===== src/rtl/modport_if.sv =====
// Memory-access bus interface unit for one CPU pipeline stage: zero-wait SPM
// accesses locally, everything else through a request/grant/strobe/ready bus cycle.
module modport_if #(
    parameter int unsigned ADDR_W  = 30,
    parameter int unsigned DATA_W  = 32,
    parameter int unsigned SIDX_W  = 3,
    parameter int unsigned SPM_IDX = 1
) (
    input  logic              clk,
    input  logic              rst,
    input  logic              stall,
    input  logic              flush,
    output logic              busy,
    input  logic [ADDR_W-1:0] cpu_addr,
    input  logic              cpu_as_n,
    input  logic              cpu_rw,
    input  logic [DATA_W-1:0] cpu_wr_data,
    output logic [DATA_W-1:0] cpu_rd_data,
    output logic [ADDR_W-1:0] spm_addr,
    output logic              spm_as_n,
    output logic              spm_rw,
    output logic [DATA_W-1:0] spm_wr_data,
    input  logic [DATA_W-1:0] spm_rd_data,
    output logic              bus_req_n,
    input  logic              bus_grnt_n,
    output logic [ADDR_W-1:0] bus_addr,
    output logic              bus_as_n,
    output logic              bus_rw,
    output logic [DATA_W-1:0] bus_wr_data,
    input  logic [DATA_W-1:0] bus_rd_data,
    input  logic              bus_rdy_n
);

    localparam logic [1:0] ST_IDLE   = 2'd0;
    localparam logic [1:0] ST_REQ    = 2'd1;
    localparam logic [1:0] ST_ACCESS = 2'd2;
    localparam logic [1:0] ST_STALL  = 2'd3;

    logic [1:0]        state_q,   state_d;
    logic              req_n_q,   req_n_d;
    logic              as_n_q,    as_n_d;
    logic [ADDR_W-1:0] addr_q,    addr_d;
    logic              rw_q,      rw_d;
    logic [DATA_W-1:0] wdata_q,   wdata_d;
    logic [DATA_W-1:0] rd_buf_q,  rd_buf_d;
    logic [SIDX_W-1:0] sidx_s;
    logic              valid_s;
    logic              is_spm_s;

    assign sidx_s      = cpu_addr[ADDR_W-1 -: SIDX_W];
    assign valid_s     = (cpu_as_n == 1'b0) && (flush == 1'b0);
    assign is_spm_s    = (sidx_s == SIDX_W'(SPM_IDX));
    assign spm_addr    = cpu_addr;
    assign spm_rw      = cpu_rw;
    assign spm_wr_data = cpu_wr_data;
    assign bus_req_n   = req_n_q;
    assign bus_as_n    = as_n_q;
    assign bus_addr    = addr_q;
    assign bus_rw      = rw_q;
    assign bus_wr_data = wdata_q;

    // CPU-facing combinational outputs: SPM data passes through in the same cycle
    always_comb begin
        cpu_rd_data = {DATA_W{1'b0}};
        spm_as_n    = 1'b1;
        busy        = 1'b0;
        case (state_q)
            ST_IDLE: begin
                if (valid_s && is_spm_s && !stall) begin
                    spm_as_n    = 1'b0;
                    cpu_rd_data = cpu_rw ? spm_rd_data : {DATA_W{1'b0}};
                end else if (valid_s && !is_spm_s) begin
                    busy = 1'b1;
                end else begin
                    busy = 1'b0;
                end
            end
            ST_REQ: busy = 1'b1;
            ST_ACCESS: begin
                if (!bus_rdy_n) begin
                    busy        = 1'b0;
                    cpu_rd_data = cpu_rw ? bus_rd_data : {DATA_W{1'b0}};
                end else begin
                    busy = 1'b1;
                end
            end
            ST_STALL: begin
                busy        = 1'b0;
                cpu_rd_data = cpu_rw ? rd_buf_q : {DATA_W{1'b0}};
            end
            default: begin
                cpu_rd_data = {DATA_W{1'b0}};
                spm_as_n    = 1'b1;
                busy        = 1'b0;
            end
        endcase
    end

    // Bus handshake sequencing; flush only matters before the request is issued
    always_comb begin
        state_d  = state_q;
        req_n_d  = req_n_q;
        as_n_d   = as_n_q;
        addr_d   = addr_q;
        rw_d     = rw_q;
        wdata_d  = wdata_q;
        rd_buf_d = rd_buf_q;
        case (state_q)
            ST_IDLE: begin
                if (valid_s && !is_spm_s) begin
                    state_d = ST_REQ;
                    req_n_d = 1'b0;
                    addr_d  = cpu_addr;
                    rw_d    = cpu_rw;
                    wdata_d = cpu_wr_data;
                end else begin
                    state_d = ST_IDLE;
                end
            end
            ST_REQ: begin
                if (!bus_grnt_n) begin
                    state_d = ST_ACCESS;
                    as_n_d  = 1'b0;
                end else begin
                    state_d = ST_REQ;
                end
            end
            ST_ACCESS: begin
                as_n_d = 1'b1;
                if (!bus_rdy_n) begin
                    req_n_d  = 1'b1;
                    addr_d   = {ADDR_W{1'b0}};
                    rw_d     = 1'b1;
                    wdata_d  = {DATA_W{1'b0}};
                    rd_buf_d = rw_q ? bus_rd_data : rd_buf_q;
                    state_d  = stall ? ST_STALL : ST_IDLE;
                end else begin
                    state_d = ST_ACCESS;
                end
            end
            ST_STALL: begin
                if (!stall) begin
                    state_d = ST_IDLE;
                end else begin
                    state_d = ST_STALL;
                end
            end
            default: state_d = ST_IDLE;
        endcase
    end

    // State and bus-side registers
    always_ff @(posedge clk or negedge rst) begin
        if (!rst) begin
            state_q  <= ST_IDLE;
            req_n_q  <= 1'b1;
            as_n_q   <= 1'b1;
            addr_q   <= {ADDR_W{1'b0}};
            rw_q     <= 1'b1;
            wdata_q  <= {DATA_W{1'b0}};
            rd_buf_q <= {DATA_W{1'b0}};
        end else begin
            state_q  <= state_d;
            req_n_q  <= req_n_d;
            as_n_q   <= as_n_d;
            addr_q   <= addr_d;
            rw_q     <= rw_d;
            wdata_q  <= wdata_d;
            rd_buf_q <= rd_buf_d;
        end
    end

endmodule


===== config.mk =====
export PLATFORM = sky130hd
export DESIGN_NAME = modport_if
export DESIGN_NICKNAME = d
export VERILOG_FILES = /design/src/rtl/modport_if.sv
export SDC_FILE = /design/constraint.sdc
export NUM_CORES = 1
export LEC_CHECK = 0
export ABC_AREA = 0
export BUFFER_PORTS_ARGS = -buffer_cell sky130_fd_sc_hd__buf_2
export CAP_MARGIN = 20
export CORE_MARGIN = 8
export CORE_UTILIZATION = 30
export CTS_BUF_LIST = sky130_fd_sc_hd__clkbuf_4 sky130_fd_sc_hd__clkbuf_8
export DETAILED_ROUTE_END_ITERATION = 6
export PLACE_DENSITY_LB_ADDON = 0.08
export SYNTH_ARGS = -nofsm -noshare
export SYNTH_HDL_FRONTEND = slang
export SYNTH_SLANG_ARGS = --single-unit

===== constraint.sdc =====
create_clock -name clk -period 3.1 [get_ports clk]
set_input_delay 0.93 -clock clk [delete_from_list [all_inputs] [get_ports clk]]
set_output_delay 0.93 -clock clk [all_outputs]
set_load 0.01 [all_outputs]

==> results of run 1 <==
==> stage by stage <==
stage	util [%]	total power, mW
floorplan	-	3.74
global placement	38.1	4.76
detailed placement	38.1	4.80
CTS	40.0	5.73
global route	40.3	6.10
finish	40.3	5.64
==> registers in the layout, indices dropped and copies added (netlist names) <==
register,count
bus_addr,30
bus_wr_data,32
bus_as_n,1
bus_rw,1
state_q,2
bus_req_n,1
rd_buf_q,32
==> cell type report <==
cell class / instances / area, um^2 / area share, %
tap: 225 / 282 / 4.04
sequential: 99 / 2480 / 35.6
timing repair buffer: 315 / 1810 / 26.0
clock buffer: 10 / 138 / 1.98
multi-input combinational: 333 / 2160 / 31.1
inverter: 4 / 15.0 / 0.216
clock inverter: 6 / 71.3 / 1.02
==> critical path: stages <==
cell and delay (ps):
buf_6 90, or3b_4 390, or3b_4 500, buf_12 190, o22ai_4 130, buf_2 150
==> synth_stat cells <==
master    count
dfrtp_1      96
nand2_1      96
buf_4        67
o21ai_0      63
nand3_1      61
clkbuf_1     40
a22oi_1      32
mux2_2       31
o22ai_2      29
buf_6         4
inv_1         4
dfstp_2       3
o22ai_1       3
a21oi_1       2
a32o_1        2
mux2_1        2
nand2b_1      2
or3b_1        2
and2_1        1
buf_1         1
buf_2         1
nand3b_1      1
nor2_1        1
nor2_2        1
nor2b_1       1
nor4_4        1
o221ai_1      1
or3b_2        1
==> kinds of logic (layout without fill, tap and decap cells) <==
group | count (synthesis) | after routing | synth area share (%)
compound gates | 132 | 132 | 18.4
buf+inv | 117 | 335 | 13.6
mux | 33 | 33 | 7.00
simple gates | 168 | 168 | 14.2
flops | 99 | 99 | 46.8
==> where the power goes <==
part / leakage (nW) / total, mW / switching (mW) / internal [mW]
registers: 1.24 / 2.27 / 0.333 / 1.93
logic: 2.08 / 2.49 / 1.43 / 1.07
clock network: 0.105 / 0.885 / 0.481 / 0.404
total: 3.43 / 5.64 / 2.24 / 3.40
==> layer usage <==
metal  track usage (%)  vias to the layer above  share of wire [%]
met5                 0                        -                  0
met4              5.75                        0                1.8
met1              19.3                     2295                 41
li1                  -                     2282                  -
met3              4.40                       21                8.1
met2              27.4                      206                 49
==> what timing repair did <==
item                       in CTS  in global routing
cloned                          3                  0
resized for setup              10                  6
pin swaps                       5                  1
setup buffers                   1                  0
setup endpoints to repair      34                 34
==> final timing paths <==
kind / end / slack [ps] / start
setup / recovery: cpu_rd_data[19] / -230 / cpu_addr[29]
hold / removal: bus_as_n / 480 / bus_as_n
setup reg to reg: bus_wr_data[23] / 960 / state_q[1]
hold reg to reg: bus_as_n / 480 / bus_as_n
max in group asynchronous: bus_req_n / 1910 / rst
min in group asynchronous: rd_buf_q[22] / 500 / rst
==> impl_metrics.py, run 1 <==
metrics = {
    "run_status": {
        "status": "finished, violations left",
        "failed_checks": "negative setup slack",
    },
    "cells_and_area": {
        "nets": 896,
        "layout_common_cells": "buf_2 (289), dfrtp_1 (96), nand2_1 (95)",
        "stdcell_count": 992,
        "layout-drive-gt1-share_pct": 52.7,
        "final_common_cell": "buf_2",
        "fin_area_um2": 6960,
        "area_delta_synth_final_pct": 31.2,
        "n_antenna_cell": 0,
        "n_fill_cell": 1778,
    },
    "cts": {
        "clk_pin_slew_ps": 90,
        "htreeDepth": 3,
        "clockBufferDepth": 2,
        "ctsHoldBuffers": 0,
        "clock-root-buffer": "clkbuf_8",
        "numClockSinks": 99,
        "numCtsBuffers": 9,
        "clock_latency_ps": 370,
        "cts_tree": "built",
    },
    "placed_design": {
        "placed_area_um2": 6590,
        "dp_hpwl_um": 13200,
        "io_buffer_count": 295,
        "pre_cts_ws_ps": -435,
        "placedCellCount": 972,
        "place_congestion": 0.760,
    },
    "yosys": {
        "synthDominantCellAreaShare_pct": 45.3,
        "syn-instance-count": 549,
        "synth_nets": 683,
        "ys_seq_area_share_pct": 46.8,
        "synth_warnings": 0,
        "ys_types": 28,
        "synth_area_um2": 5310,
        "synth_area_leaders": "dfrtp_1 (45%), buf_4 (9.5%), o22ai_2 (6.8%)",
        "synth_seq_cells": 99,
        "yosys.area.top_type": "dfrtp_1",
        "synth.avg_cell_area_um2": 9.67,
    },
    "drt": {
        "routedWlPerCell_um": 18.6,
        "drtIter0Drc": 215,
        "drc_errors": 0,
        "vias": 4804,
        "via_per_inst": 4.84,
        "routed_wl_um": 18400,
        "ant_nets": 0,
        "drt-pass1-iter-count": 7,
    },
    "critical_path": {
        "path_class": "in -> out",
        "cp.arrival_ps": 2400,
        "cp_max_fo": 5,
        "r2r_cells": 5,
        "worstSetupEndpointType": "primary output",
        "cp-start-kind": "input port",
        "critical_path_required_ps": 2170,
    },
    "timing": {
        "hold_viol_final": 0,
        "max_freq_mhz": 301,
        "slew_headroom_pct": 54.3,
        "fin_crit_sh_pct": 107,
        "timing.hold.ws_ps": 479,
        "setup_violations": 34,
        "fin_skew_ps": 11.2,
        "worst_pin_slew_ps": 685,
        "rsz0062_at_grt": "yes",
        "fin_ws_ps": -225,
        "slew_violations": 0,
        "finalCriticalPeriod_ps": 3330,
        "finalSetupTns_ps": -6110,
    },
    "floorplan": {
        "design.die.area_um2": 22200,
        "row_count": 48,
        "fp.dieW_um": 149,
        "die_h_um": 149,
        "start_util_pct": 30.7,
        "coreArea_um2": 17300,
        "io_pins": 296,
    },
    "global_routing": {
        "grt_overflow_total": 0,
        "grt_pass1_wl_um": 28600,
        "antenna_found_initial": 0,
        "grt_use_total_pct": 16.2,
        "grt_pass1_vias": 5230,
        "grt_max_degree": 65,
    },
    "pwr": {
        "max-vdd-ir-drop_mv": 0.302,
        "powerDensity_nw_per_um2": 811,
        "p_leak_nw": 3.43,
    },
    "worst_hold_path": {
        "hp-class": "reg -> reg",
        "hold_depth": 2,
    },
    "flow_run": {
        "maxCapViolCount": 0,
    },
}
No activity file was read; power rests on OpenSTA's default activity.
==> inputs of run 2 (changes only) <==
Settings changed: CORE_ASPECT_RATIO set to 1.1.
==> run 2 against run 1 <==
Sequential power about the same. First-iteration DRC count increased by 3.7%. Final cell count increased by 1.5%. Clock power increased by 15%. The flow still finishes with violations (negative setup slack). Total power increased by 1.7%. Setup slack improved by 61 ps. Register-to-register slack improved by 70 ps.
==> impl_metrics.py, run 2 (synthesis results as in run 1) <==
metrics = {
    "pwr": {
        "powerDensity_nw_per_um2": 827,
        "max-vdd-ir-drop_mv": 0.353,
        "p_leak_nw": 3.43,
    },
    "floorplan": {
        "die_h_um": 155,
        "row_count": 51,
        "start_util_pct": 30.2,
        "design.die.area_um2": 22200,
        "io_pins": 296,
        "coreArea_um2": 17500,
        "fp.dieW_um": 143,
    },
    "placed_design": {
        "dp_hpwl_um": 13000,
        "pre_cts_ws_ps": -447,
        "place_congestion": 0.770,
        "placedCellCount": 989,
        "io_buffer_count": 295,
    },
    "global_routing": {
        "grt_use_total_pct": 15.6,
        "grt_pass1_wl_um": 27600,
        "grt_overflow_total": 0,
        "grt_pass1_vias": 5254,
        "grt_max_degree": 65,
        "antenna_found_initial": 0,
    },
    "timing": {
        "fin_ws_ps": -164,
        "slew_headroom_pct": 51.8,
        "rsz0062_at_grt": "yes",
        "setup_violations": 34,
        "finalCriticalPeriod_ps": 3260,
        "hold_viol_final": 0,
        "slew_violations": 0,
        "max_freq_mhz": 306,
        "worst_pin_slew_ps": 723,
        "fin_skew_ps": 12.8,
        "fin_crit_sh_pct": 105,
    },
    "worst_hold_path": {
        "hp-class": "reg -> reg",
    },
    "critical_path": {
        "max_stage_delay_ps": 430,
        "worstSetupEndpointType": "primary output",
        "cpMostUsedCell": "or3b_4",
        "path_class": "in -> out",
        "critPathSlowestCell": "or3b_4",
        "cp.arrival_ps": 2330,
        "critical_path_required_ps": 2170,
        "crit_chain": "buf_6 -> or3b_4 -> or3b_4 -> buf_12 -> o22ai_2 -> buf_2",
        "cp_max_fo": 23,
        "cp-start-kind": "input port",
    },
    "cts": {
        "clock_latency_ps": 370,
        "numCtsBuffers": 9,
        "clock-root-buffer": "clkbuf_8",
        "clk_pin_slew_ps": 90,
        "cts_tree": "built",
        "clockBufferDepth": 2,
        "htreeDepth": 3,
        "ctsHoldBuffers": 0,
        "numClockSinks": 99,
    },
    "drt": {
        "routedWlPerCell_um": 17.3,
        "vias": 4831,
        "via_per_inst": 4.80,
        "drtIter0Drc": 223,
        "routed_wl_um": 17500,
        "drt-pass1-iter-count": 6,
        "ant_nets": 0,
        "drc_errors": 0,
    },
    "cells_and_area": {
        "nets": 898,
        "n_fill_cell": 1814,
        "layout-drive-gt1-share_pct": 52.8,
        "n_antenna_cell": 0,
        "final_common_cell": "buf_2",
        "layout_common_cells": "buf_2 (291), dfrtp_1 (96), nand2_1 (95)",
        "area_delta_synth_final_pct": 30.7,
        "stdcell_count": 1007,
    },
    "flow_run": {
        "maxCapViolCount": 0,
    },
    "run_status": {
        "status": "finished, violations left",
        "failed_checks": "negative setup slack",
    },
}
-- run 2: cell type report --
class	count	area, um^2	area share (%)
Clock inverter	7	121	1.75
Sequential cell	99	2480	35.8
Clock buffer	9	124	1.79
Inverter	4	15.0	0.216
Tap cell	238	298	4.29
Multi-Input combinational cell	333	2150	31.0
Timing Repair Buffer	317	1750	25.2
-- run 2: what timing repair did --
action	4_1_cts	5_1_grt
buffers inserted	1	1
setup endpoints to repair	34	34
resized for setup	10	1
pin swaps	2	0
-- run 2: where the power goes --
group	total (mW)	internal (mW)	leakage, nW	switching [mW]
clock network	1.02	0.544	0.125	0.480
logic	2.43	1.05	2.06	1.38
registers	2.29	1.94	1.24	0.350
-- run 2: through the flow --
stage / hold slack [ps] / utilization (%) / instance area [um^2] / TNS (ps) / power [mW]
2_1_floorplan: 459 / - / 5320 / -1950 / 3.74
3_3_place_gp: 460 / 37.7 / 6620 / -13190 / 4.73
3_5_place_dp: 466 / 37.7 / 6620 / -13750 / 4.77
4_1_cts: 480 / 39.5 / 6920 / -4860 / 5.84
5_1_grt: 492 / 39.5 / 6940 / -6080 / 6.20
6_report: 477 / 39.5 / 6940 / -4690 / 5.74
-- run 2: final timing paths --
path                                  end         start  slack (ps)  cells past startpoint
setup reg to reg             bus_addr[28]    state_q[0]        1030                      4
hold / removal                   bus_as_n      bus_as_n         480                      2
setup / recovery           cpu_rd_data[2]  cpu_addr[28]        -160                      6
hold reg to reg                  bus_as_n      bus_as_n         480                      2
max in group asynchronous        bus_as_n           rst        1940                      2
min in group asynchronous     rd_buf_q[1]           rst         490                      1
-- run 2: metal layers --
| metal | wire length, um | vias up | GRT usage, % |
|---|---|---|---|
| li1 | - | 2284 | - |
| met1 | 7270 | 2312 | 18.7 |
| met2 | 8570 | 219 | 26.3 |
| met3 | 1380 | 16 | 4.20 |
| met4 | 251 | 0 | 5.22 |
| met5 | 0 | - | 0 |
-- run 2: worst max-delay path, delay by kind of cell --
kind,cells,cell delay (ps)
simple gates,2,840
compound gates,1,110
buf+inv,3,430
==> inputs of run 3 (changes only) <==
Settings changed: CELL_PAD_IN_SITES_DETAIL_PLACEMENT set to 1, CELL_PAD_IN_SITES_GLOBAL_PLACEMENT set to 2, CORE_UTILIZATION 30 to 23.
==> run 3 against run 2 <==
The flow still finishes with violations (negative setup slack). First-iteration DRC count fell by 15%. Non-clock buffer count rose by 1. Count of clock-buffer cells in the layout rose by 1. Flip-flop and latch count did not move. Register-to-register slack got worse by 30 ps. Hold slack got worse by 1.9 ps. Setup slack got worse by 43 ps. Critical path type unchanged. Combinational power rose by 2%. Largest cell class unchanged. Cell area rose by 0.52%. Clock power fell by 14%.
==> impl_metrics.py, run 3 (synthesis results as in run 1) <==
metrics = {
    "drt": {
        "routedWlPerCell_um": 19.2,
        "vias": 4849,
        "drt-pass1-iter-count": 4,
        "via_per_inst": 4.53,
        "ant_nets": 0,
        "routed_wl_um": 20600,
        "drtIter0Drc": 190,
        "drc_errors": 0,
    },
    "cts": {
        "clock_latency_ps": 390,
        "clk_pin_slew_ps": 90,
        "htreeDepth": 3,
        "numClockSinks": 99,
        "cts_tree": "built",
        "clock-root-buffer": "clkbuf_8",
        "numCtsBuffers": 9,
        "clockBufferDepth": 2,
    },
    "global_routing": {
        "grt_pass1_vias": 5312,
        "grt_use_total_pct": 14.1,
        "grt_max_degree": 65,
        "antenna_found_initial": 0,
        "grt_overflow_total": 0,
        "grt_pass1_wl_um": 31600,
    },
    "run_status": {
        "failed_checks": "negative setup slack",
        "status": "finished, violations left",
    },
    "pwr": {
        "p_clk_share_pct": 15.5,
        "netSwitchingFraction_pct": 40.4,
        "p_leak_nw": 3.41,
        "p_seq_share_pct": 40.3,
        "max-vdd-ir-drop_mv": 0.224,
        "pwr-share-comb_pct": 44.2,
        "internal_power_mw": 3.36,
        "powerDensity_nw_per_um2": 808,
        "switchingPower_mw": 2.27,
    },
    "timing": {
        "max_freq_mhz": 302,
        "slew_violations": 0,
        "worst_pin_slew_ps": 755,
        "fin_skew_ps": 19.4,
        "slew_headroom_pct": 49.7,
        "rsz0062_at_grt": "yes",
        "setup_violations": 34,
        "finalCriticalPeriod_ps": 3310,
        "fin_crit_sh_pct": 107,
        "fin_ws_ps": -207,
        "hold_viol_final": 0,
    },
    "critical_path": {
        "cp-start-kind": "input port",
        "crit_chain": "buf_6 -> or3b_4 -> or3b_4 -> buf_12 -> o22ai_2 -> buf_2",
        "path_buf_inv": 3,
        "path_depth": 6,
        "r2r-start": "state_q[0]",
        "critical_path_required_ps": 2170,
        "max_stage_delay_ps": 470,
        "cp_max_fo": 12,
        "cpMostUsedCell": "or3b_4",
        "critPathSlowestCell": "or3b_4",
        "r2r_end": "bus_addr[28]",
        "cp.arrival_ps": 2380,
        "path_class": "in -> out",
        "worstSetupEndpointType": "primary output",
        "reg2reg_slack_ps": 1000,
        "crit_family": "simple AND/OR/NAND/NOR gates",
        "r2r_cells": 4,
    },
    "floorplan": {
        "fp.dieW_um": 161,
        "design.die.area_um2": 28200,
        "row_count": 58,
        "die_h_um": 175,
        "io_pins": 296,
        "start_util_pct": 23.3,
        "coreArea_um2": 22800,
    },
    "cells_and_area": {
        "layout-drive-gt1-share_pct": 52.9,
        "post-route-util_pct": 30.6,
        "n_antenna_cell": 0,
        "stdcell_count": 1070,
        "final_common_cell": "buf_2",
        "layout_common_cells": "buf_2 (290), dfrtp_1 (96), nand2_1 (95)",
        "nets": 899,
        "area_delta_synth_final_pct": 31.4,
        "n_fill_cell": 2746,
    },
    "placed_design": {
        "placedCellCount": 1051,
        "place_congestion": 0.732,
        "pre_cts_ws_ps": -504,
        "dp_hpwl_um": 15100,
        "io_buffer_count": 295,
    },
    "worst_hold_path": {
        "hp-start": "bus_as_n",
        "whs_endpoint": "bus_as_n",
        "hold_depth": 2,
        "hp-class": "reg -> reg",
    },
    "flow_run": {
        "maxCapViolCount": 0,
    },
}
run 3: cell count changes in the layout (fill, tap and decap cells not counted), sizes merged:
| cell | previous run | this run |
|---|---|---|
| clkinv | 1 | 3 |
| clkbuf | 9 | 10 |
| bufinv | 3 | 1 |
| clkinvlp | 0 | 1 |
| inv | 7 | 5 |
| buf | 317 | 318 |
run 3: worst register-to-register path: stages, from the launching register on:
cell and delay, ps:
dfrtp_1 420, buf_4 280, or3b_2 530, buf_4 340
a32o_1 430
run 3: worst max path at each step:
stage | start | slack [ps] | end
global route | cpu_addr[27] | -250 | busy
detailed placement | cpu_addr[28] | -500 | cpu_rd_data[21]
finish | cpu_addr[28] | -210 | cpu_rd_data[28]
floorplan | cpu_addr[28] | -70 | cpu_rd_data[10]
global placement | cpu_addr[28] | -450 | cpu_rd_data[21]
CTS | cpu_addr[28] | -220 | cpu_rd_data[28]
run 3: cell type report:
type | instances | area, um^2 | share of cell area, %
sequential | 99 | 2480 | 35.6
multi-input combinational | 333 | 2140 | 30.7
timing repair buffer | 318 | 1760 | 25.3
tap | 300 | 375 | 5.38
clock buffer | 10 | 131 | 1.88
clock inverter | 6 | 65.1 | 0.933
inverter | 4 | 15.0 | 0.215
run 3: per-layer routing:
metal / up-vias / GRT usage (%) / routed length [um]
met4: 0 / 4.05 / 201
met1: 2379 / 17.6 / 9070
met5: - / 0 / 0
met2: 176 / 23.0 / 9850
li1: 2284 / - / -
met3: 10 / 4.47 / 1470
run 3: power by group through the flow:
stage / combinational [mW] / sequential, mW / clock (mW)
after global placement: 2.53 / 2.26 / 0
after floorplan: 1.30 / 2.44 / 0
after CTS: 2.57 / 2.28 / 0.926
final: 2.49 / 2.27 / 0.875
after detailed placement: 2.56 / 2.29 / 0
after global routing: 2.77 / 2.36 / 0.970
run 3: timing repair:
action / in CTS / in global routing
pin swaps: 2 / 1
hold buffers: 0 / 0
gates resized for setup: 10 / 3
buffers inserted: 0 / 2
cloned: 1 / 0
setup endpoints to repair: 34 / 34
run 3: per-stage QoR:
stage	hold WS [ps]	total power [mW]	TNS, ps	area (um^2)
final	475	5.63	-5740	6970
after floorplan	459	3.74	-1950	5320
after detailed placement	464	4.86	-14240	6680
after CTS	477	5.78	-6200	6940
after global placement	464	4.79	-13900	6680
after global routing	490	6.10	-7110	6970
